--- src/rtl/elevator_controller.sv ---
// elevator_controller: SCAN sequencing FSM for a 4-floor car.
// Latches hall and car calls, times floor travel and door dwell,
// and clears calls as they are served.
module elevator_controller #(
  parameter int unsigned MOVE_CYCLES = 8,
  parameter int unsigned DOOR_CYCLES = 16,
  parameter int unsigned CNT_W       = 8
) (
  input  logic       clk,
  input  logic       reset,
  input  logic [2:0] button_up,
  input  logic [2:0] button_down,
  input  logic [3:0] button_in,
  output logic [1:0] position,
  output logic       moving_up,
  output logic       moving_down,
  output logic       door_open,
  output logic [2:0] pending_up,
  output logic [2:0] pending_down,
  output logic [3:0] pending_in
);

  localparam logic [CNT_W-1:0] MOVE_LAST = CNT_W'(MOVE_CYCLES - 1);
  localparam logic [CNT_W-1:0] DOOR_LAST = CNT_W'(DOOR_CYCLES - 1);

  typedef enum logic [1:0] {
    ST_IDLE      = 2'd0,
    ST_MOVE_UP   = 2'd1,
    ST_MOVE_DOWN = 2'd2,
    ST_DOOR_OPEN = 2'd3
  } state_e;

  // One-hot bit for floor f.
  function automatic logic [3:0] floor_bit(input logic [1:0] f);
    return 4'(4'b0001 << f);
  endfunction

  // Floors strictly above f.
  function automatic logic [3:0] above_mask(input logic [1:0] f);
    return ~(4'(4'b0010 << f) - 4'd1);
  endfunction

  // Floors strictly below f.
  function automatic logic [3:0] below_mask(input logic [1:0] f);
    return 4'(4'b0001 << f) - 4'd1;
  endfunction

  state_e           state_q;
  logic [1:0]       pos_q;
  logic             dir_up_q;
  logic [CNT_W-1:0] timer_q;
  logic             mv_up_q;
  logic             mv_dn_q;
  logic             door_q;
  logic [2:0]       pend_up_q;
  logic [2:0]       pend_dn_q;
  logic [3:0]       pend_in_q;
  logic [2:0]       pend_up_d;
  logic [2:0]       pend_dn_d;
  logic [3:0]       pend_in_d;

  // Per-floor views of the hall calls (floor 3 has no up, floor 0 no down).
  logic [3:0] up_f;
  logic [3:0] dn_f;
  logic [3:0] any_f;
  logic [3:0] btn_up_f;
  logic [3:0] btn_dn_f;
  logic [1:0] pos_up;
  logic [1:0] pos_dn;
  logic       req_here;
  logic       req_above;
  logic       req_below;
  logic       above_up;
  logic       below_dn;
  logic       stop_up;
  logic       stop_dn;
  logic       move_done;
  logic       door_done;
  logic       reopen;
  logic [3:0] clr_in;
  logic [2:0] clr_up;
  logic [2:0] clr_dn;

  // Request summaries at the current floor and at the floor being approached.
  always_comb begin
    up_f      = {1'b0, pend_up_q};
    dn_f      = {pend_dn_q, 1'b0};
    any_f     = pend_in_q | up_f | dn_f;
    btn_up_f  = {1'b0, button_up};
    btn_dn_f  = {button_down, 1'b0};
    pos_up    = pos_q + 2'd1;
    pos_dn    = pos_q - 2'd1;
    req_here  = any_f[pos_q];
    req_above = |(any_f & above_mask(pos_q));
    req_below = |(any_f & below_mask(pos_q));
    above_up  = |(any_f & above_mask(pos_up));
    below_dn  = |(any_f & below_mask(pos_dn));
    stop_up   = pend_in_q[pos_up] | up_f[pos_up] | ~above_up;
    stop_dn   = pend_in_q[pos_dn] | dn_f[pos_dn] | ~below_dn;
    move_done = (timer_q == MOVE_LAST);
    door_done = (timer_q == DOOR_LAST);
    reopen    = button_in[pos_q] | (dir_up_q ? btn_up_f[pos_q] : btn_dn_f[pos_q]);
  end

  // Call clearing for served floors; a clear wins over a same-cycle press.
  always_comb begin
    clr_in = '0;
    clr_up = '0;
    clr_dn = '0;
    case (state_q)
      ST_IDLE: begin
        if (req_here) begin
          clr_in = floor_bit(pos_q);
          clr_up = 3'(floor_bit(pos_q));
          clr_dn = 3'(floor_bit(pos_q) >> 1);
        end
      end
      ST_MOVE_UP: begin
        if (move_done && stop_up) begin
          clr_in = floor_bit(pos_up);
          clr_up = 3'(floor_bit(pos_up));
          if (!above_up) clr_dn = 3'(floor_bit(pos_up) >> 1);
        end
      end
      ST_MOVE_DOWN: begin
        if (move_done && stop_dn) begin
          clr_in = floor_bit(pos_dn);
          clr_dn = 3'(floor_bit(pos_dn) >> 1);
          if (!below_dn) clr_up = 3'(floor_bit(pos_dn));
        end
      end
      ST_DOOR_OPEN: begin
        clr_in = floor_bit(pos_q);
        if (dir_up_q) clr_up = 3'(floor_bit(pos_q));
        else          clr_dn = 3'(floor_bit(pos_q) >> 1);
      end
      default: begin
        clr_in = '0;
      end
    endcase
    pend_in_d = (pend_in_q | button_in)   & ~clr_in;
    pend_up_d = (pend_up_q | button_up)   & ~clr_up;
    pend_dn_d = (pend_dn_q | button_down) & ~clr_dn;
  end

  // Car sequencing FSM with call latches and registered status decodes.
  always_ff @(posedge clk) begin
    if (reset) begin
      state_q   <= ST_IDLE;
      pos_q     <= '0;
      dir_up_q  <= 1'b1;
      timer_q   <= '0;
      mv_up_q   <= 1'b0;
      mv_dn_q   <= 1'b0;
      door_q    <= 1'b0;
      pend_up_q <= '0;
      pend_dn_q <= '0;
      pend_in_q <= '0;
    end else begin
      pend_up_q <= pend_up_d;
      pend_dn_q <= pend_dn_d;
      pend_in_q <= pend_in_d;
      case (state_q)
        ST_IDLE: begin
          timer_q <= '0;
          if (req_here) begin
            state_q <= ST_DOOR_OPEN;
            door_q  <= 1'b1;
          end else if (req_above && (dir_up_q || !req_below)) begin
            dir_up_q <= 1'b1;
            state_q  <= ST_MOVE_UP;
            mv_up_q  <= 1'b1;
          end else if (req_below) begin
            dir_up_q <= 1'b0;
            state_q  <= ST_MOVE_DOWN;
            mv_dn_q  <= 1'b1;
          end
        end
        ST_MOVE_UP: begin
          if (move_done) begin
            timer_q <= '0;
            pos_q   <= pos_up;
            if (stop_up) begin
              state_q <= ST_DOOR_OPEN;
              mv_up_q <= 1'b0;
              door_q  <= 1'b1;
              if (!above_up) dir_up_q <= 1'b0;
            end
          end else begin
            timer_q <= timer_q + CNT_W'(1);
          end
        end
        ST_MOVE_DOWN: begin
          if (move_done) begin
            timer_q <= '0;
            pos_q   <= pos_dn;
            if (stop_dn) begin
              state_q <= ST_DOOR_OPEN;
              mv_dn_q <= 1'b0;
              door_q  <= 1'b1;
              if (!below_dn) dir_up_q <= 1'b1;
            end
          end else begin
            timer_q <= timer_q + CNT_W'(1);
          end
        end
        ST_DOOR_OPEN: begin
          if (reopen) begin
            timer_q <= '0;
          end else if (door_done) begin
            timer_q <= '0;
            state_q <= ST_IDLE;
            door_q  <= 1'b0;
          end else begin
            timer_q <= timer_q + CNT_W'(1);
          end
        end
        default: begin
          state_q <= ST_IDLE;
          timer_q <= '0;
          mv_up_q <= 1'b0;
          mv_dn_q <= 1'b0;
          door_q  <= 1'b0;
        end
      endcase
    end
  end

  assign position     = pos_q;
  assign moving_up    = mv_up_q;
  assign moving_down  = mv_dn_q;
  assign door_open    = door_q;
  assign pending_up   = pend_up_q;
  assign pending_down = pend_dn_q;
  assign pending_in   = pend_in_q;

endmodule

--- config.mk ---
export PLATFORM = sky130hd
export DESIGN_NAME = elevator_controller
export DESIGN_NICKNAME = d
export VERILOG_FILES = /design/src/rtl/elevator_controller.sv
export SDC_FILE = /design/constraint.sdc
export NUM_CORES = 1
export LEC_CHECK = 0
export ABC_CLOCK_PERIOD_IN_PS = 2700
export CORE_ASPECT_RATIO = 0.7
export CORE_MARGIN = 5
export CORE_UTILIZATION = 55
export DETAILED_ROUTE_END_ITERATION = 8
export GPL_TIMING_DRIVEN = 0
export PLACE_DENSITY = 0.8
export SLEW_MARGIN = 20
export SYNTH_ARGS = -nofsm -noshare
export SYNTH_HDL_FRONTEND = slang
export SYNTH_SLANG_ARGS = --single-unit
export TNS_END_PERCENT = 5
--- constraint.sdc ---
create_clock -name clk -period 2.7 [get_ports clk]
set_input_delay 0.405 -clock clk [delete_from_list [all_inputs] [get_ports clk]]
set_output_delay 0.405 -clock clk [all_outputs]
set_load 0.05 [all_outputs]
# Yosys cells after proc, flatten, opt, wreduce, memory -nomap -nowiden
# Index checks and enable logic that the tools add are counted.
[totals]
out_inout_bits = 15
wordCells = 169
in_bits = 12
regBits = 26
[classes]
reduce_logical = 21
n_addsub = 7
n_shift = 5
eq_ne = 20
bitwise = 24
mux = 79
order_cmp = 3
[ops]
columns = ["cell", "n"]
rows = [
  ["$mux 1", 34],
  ["$mux 3", 10],
  ["$ne 2x2->1 const B", 13],
  ["$mux 8", 3],
  ["$pmux 3 s4", 2],
  ["$pmux 8 s3", 1],
  ["$mux 2", 11],
  ["$and 4x4->4", 5],
  ["$bmux 1 s2", 8],
  ["$pmux 4 s4", 1],
  ["$reduce_or 4->1", 4],
  ["$sub 4x1->4 const B", 4],
  ["$reduce_and 7->1", 2],
  ["$mux 4", 3],
  ["$not 4->4", 3],
  ["$shl 1x2->4 const A", 3],
  ["$lt 2x3->1 const B", 3],
  ["$reduce_and 9->1", 1],
  ["$add 8x1->8 const B", 1],
  ["$eq 8x3->1 const B", 1],
  ["$eq 8x4->1 const B", 1],
  ["$or 4x4->4", 2],
  ["$pmux 2 s4", 1],
  ["$shl 2x2->4 const A", 2],
  ["26 further kinds", 40],
]

# Longest topological paths before layout
[depth]
depth_word = 13
ltp_mapped = 10
depth_no_buf = 8

# Least setup slack after synthesis
# Ideal clock, no wire load.
[synth_timing]
path_kind = "reg-to-reg"
startpoint = "register pos_q[0] (netlist: position[0])"
endpoint = "register state_q[0]"
arrival_ns = 2.679
path_stages_with_launch = 9
required_time_ns = 2.579
n_path_buf = 1
setup_ns = 0.121
setup_slack_ns = -0.101
path_cell_list = "dfxtp_1 buf_4 inv_2 ha_1 o221ai_1 nand2_1 o221ai_1 a211o_1 mux2_4"
[synth_between]
elab_chain_len = 10
elab_cells_between_ends = 55
[synth_lines]
columns = ["item", "line", "rtl"]
rows = [
  ["start: declaration", "49", "logic [1:0] pos_q;"],
  ["start signal: assignment", "182", "pos_q <= pos_up;"],
  ["start signal: assignment", "196", "pos_q <= pos_dn;"],
  ["$add 2x1->2 or $shl 1x2->4 (tied branches)", "91, 45", ""],
  ["$shl 2x2->4 or $sub 4x1->4 (tied branches)", "40, 45", ""],
  ["$sub 4x1->4 or $and 4x4->4 (tied branches)", "40, 95", ""],
  ["$not 4->4 or $reduce_or 4->1 (tied branches)", "40, 95", ""],
  ["$and 4x4->4 or $logic_not 1->1 (tied branches)", "96, 169", ""],
  ["$reduce_or 4->1 or $logic_or 1x1->1 (tied branches)", "96, 169", ""],
  ["$not 1->1 or $logic_and 1x1->1 (tied branches)", "98, 169", ""],
  ["$or 1x1->1 or $mux 2 (tied branches)", "98, 169", ""],
  ["$ne 2x2->1 (no source line) or $mux 2 (tied branches)", "n/a", ""],
  ["$reduce_and 7->1 (no source line) or $pmux 2 s4 (tied branches)", "n/a", ""],
  ["end signal: assignment", "149", "state_q <= ST_IDLE;"],
  ["end signal: assignment", "167", "state_q <= ST_DOOR_OPEN;"],
  ["end signal: assignment", "171", "state_q <= ST_MOVE_UP;"],
  ["end: declaration", "48", "state_e state_q;"],
]
# Several ways; a longest one is shown, not always the timed one. The select of a mux whose other input is x is not followed.
# A chain may end at the register's enable or synchronous reset.

# Final worst setup path
# Same ends and word-level chain as after synthesis.

==> flow_summary.ini <==
[outcome]
status = completed

[synth]
synth-seq-cells = 26
async_reset_ff_frac = 0
yosys.area.top_type = dfxtp_1
synth_commonest_cells = dfxtp_1, nor2_1, nand2_1
yosys.area.top_type_share = 0.273
yosysUniqueCellTypes = 53
synth_area_per_cell_um2 = 8.27
synth_warnings = 0
yosysSeqAreaShare = 0.273
syn_nets = 257
ys_top_cells_by_area = dfxtp_1, ha_1, nor2_1
syn_area_mm2 = 0.00191
synth_flop_cell = dfxtp_1
syn_inst = 231
synth_edf_count = 0

[sta]
slew_headroom = 0.506
fin_crit_ns = 2.55
hold_viol_final = 0
whs_ns = 0.461
setup_slack_ns = 0.151
tightest_slew_ns = 0.734
report.final.slew_viol_count = 0
fmax_mhz = 392
rsz0062_at_grt = false
skew_ns = 0.00670
fin_crit_sh = 0.944
setup_viol = 0

[floorplan]
num_rows = 17
die_y_um = 59.3
die_w_um = 80.4
die_area_mm2 = 0.00477
initial_core_util = 0.591
pin_count = 27
core-area_mm2 = 0.00323

[global_routing]
gr-usage-all-layers = 0.253
grt_max_degree = 16
grt_pass1_vias = 1805
overflow = 0
grt_pass1_wl_um = 9200
antenna_found_initial = 0

[power]
peakVddDrop_uv = 439
powerDensity_mw_per_mm2 = 745
power.total_uw = 1740
leakage_uw = 0.000844

[route]
wire_per_inst_um = 18.8
drc = 0
drt_iter0_markers = 225
ant_nets = 0
via_per_inst = 6.39
routed_wl_um = 5780
route.vias.total = 1963
dr.pass1.iters = 5

[clocking]
numCtsBuffers = 3
cts.path.max_buffers = 2
clock-sinks = 26
root_buffer = clkbuf_8
post-cts-setup-buffers = 0
htree_levels = 1
cts.clk_slew.worst_paths_ns = 0.10
cts_tree = done
clock_latency_ns = 0.28

[place]
post-dp-hpwl_um = 4420
io_buffers = 26
gp_congestion = 0.924
preCtsSetupSlack_ns = -0.114

[final_layout]
drive_gt1_frac = 0.112
synthToLayoutAreaGrowth_pct = 22.0
nNetsFinal = 287
num_antenna_cells = 0

[critical_path]
end_kind = flop
crit_arrival_ns = 2.73
start_kind = flop
required_ns = 2.88
crit_type = reg2reg
path_max_fanout = 7

[min_path]
min_path_type = reg2reg

[run]
drv_cap = 0
final cells by class:
class                   count  area [um2]
clock inverters             1        30.0
clock buffers               3        41.3
fillers                   272         905
flip-flops and latches     26         526
multi-input cells         184        1330
plain buffers              10        43.8
repair buffers             26         260
inverters                  10        37.5
well taps                  47        58.8
cell usage in the layout, fill, tap and decap left out, types with 3 or more instances in the layout:
cell	n
a211oi_1	3
a21oi_1	11
a221oi_1	3
a31oi_1	4
and2_1	3
and3_1	7
clkbuf_1	7
clkbuf_8	3
clkdlybuf4s50_1	26
dfxtp_1	24
ha_1	13
inv_1	9
mux4_2	3
nand2_1	18
nand3_1	11
nor2_1	26
nor2b_1	4
nor4_1	7
o21ai_0	13
o221a_2	7
o221ai_1	3
o31ai_1	3
xnor2_1	5
where the power goes:
part           internal (uW)  switching, uW  total [uW]
sequential               442           67.6         510
combinational            327            567         894
clock                    199            133         332
repair_timing:
action | in CTS | in global routing
hold buffers | 0 | 0
cloned | 0 | 0
endpoints found under the setup margin | 1 | 9
resized for setup | 1 | 6
kinds of logic (layout without fill, tap and decap cells):
| family | Yosys count | after routing | share of synthesized area |
|---|---|---|---|
| adder cells (fa/ha/maj) | 14 | 14 | 0.0917 |
| AO/OA/AOI/OAI | 69 | 69 | 0.264 |
| XOR/XNOR | 7 | 7 | 0.0321 |
| flip-flops | 26 | 26 | 0.273 |
| multiplexers | 7 | 7 | 0.0596 |
| buffers and inverters | 21 | 50 | 0.0446 |
| AND/OR/NAND/NOR | 87 | 87 | 0.235 |
stage by stage:
stage	cell area (um2)	setup TNS (ns)	std cells	utilization
floorplan	1910	0	231	-
global placement	2230	-0.0689	304	0.690
detailed placement	2230	-0.114	304	0.690
CTS	2310	0	308	0.714
global route	2330	0	307	0.720
finish	2330	0	307	0.720
registers in the layout, summed over array words and instances, names as in the netlist, 2 cells and up:
register and cells:
position 2, pending_in 4, state_q 2, pending_down 3
pending_up 3, timer_q 8
final timing paths:
check / start / endpoint / slack, ns / cells past startpoint
worst max-delay path: position[0] / state_q[0] / 0.15 / 8
worst min-delay path: timer_q[0] / timer_q[0] / 0.46 / 1
worst max register to register: position[0] / state_q[0] / 0.15 / 8
worst min register to register: timer_q[0] / timer_q[0] / 0.46 / 1
worst max-delay path: stages (launching register included):
cell and delay [ns]:
dfxtp_2 0.40, buf_4 0.20, inv_2 0.11, ha_4 0.33, mux4_2 0.35, nand2_1 0.18
o221ai_1 0.19, a211o_1 0.36, mux2_4 0.31
layer usage:
layer  vias to the layer above  GRT usage  part of all wire
met2                       128      0.354              0.41
li1                        926          -                 -
met3                         8     0.0775              0.12
met4                         0     0.0434            0.0066
met5                         -          0                 0
met1                       901      0.381              0.46
Note: power is estimated with default switching activity, not from simulation.
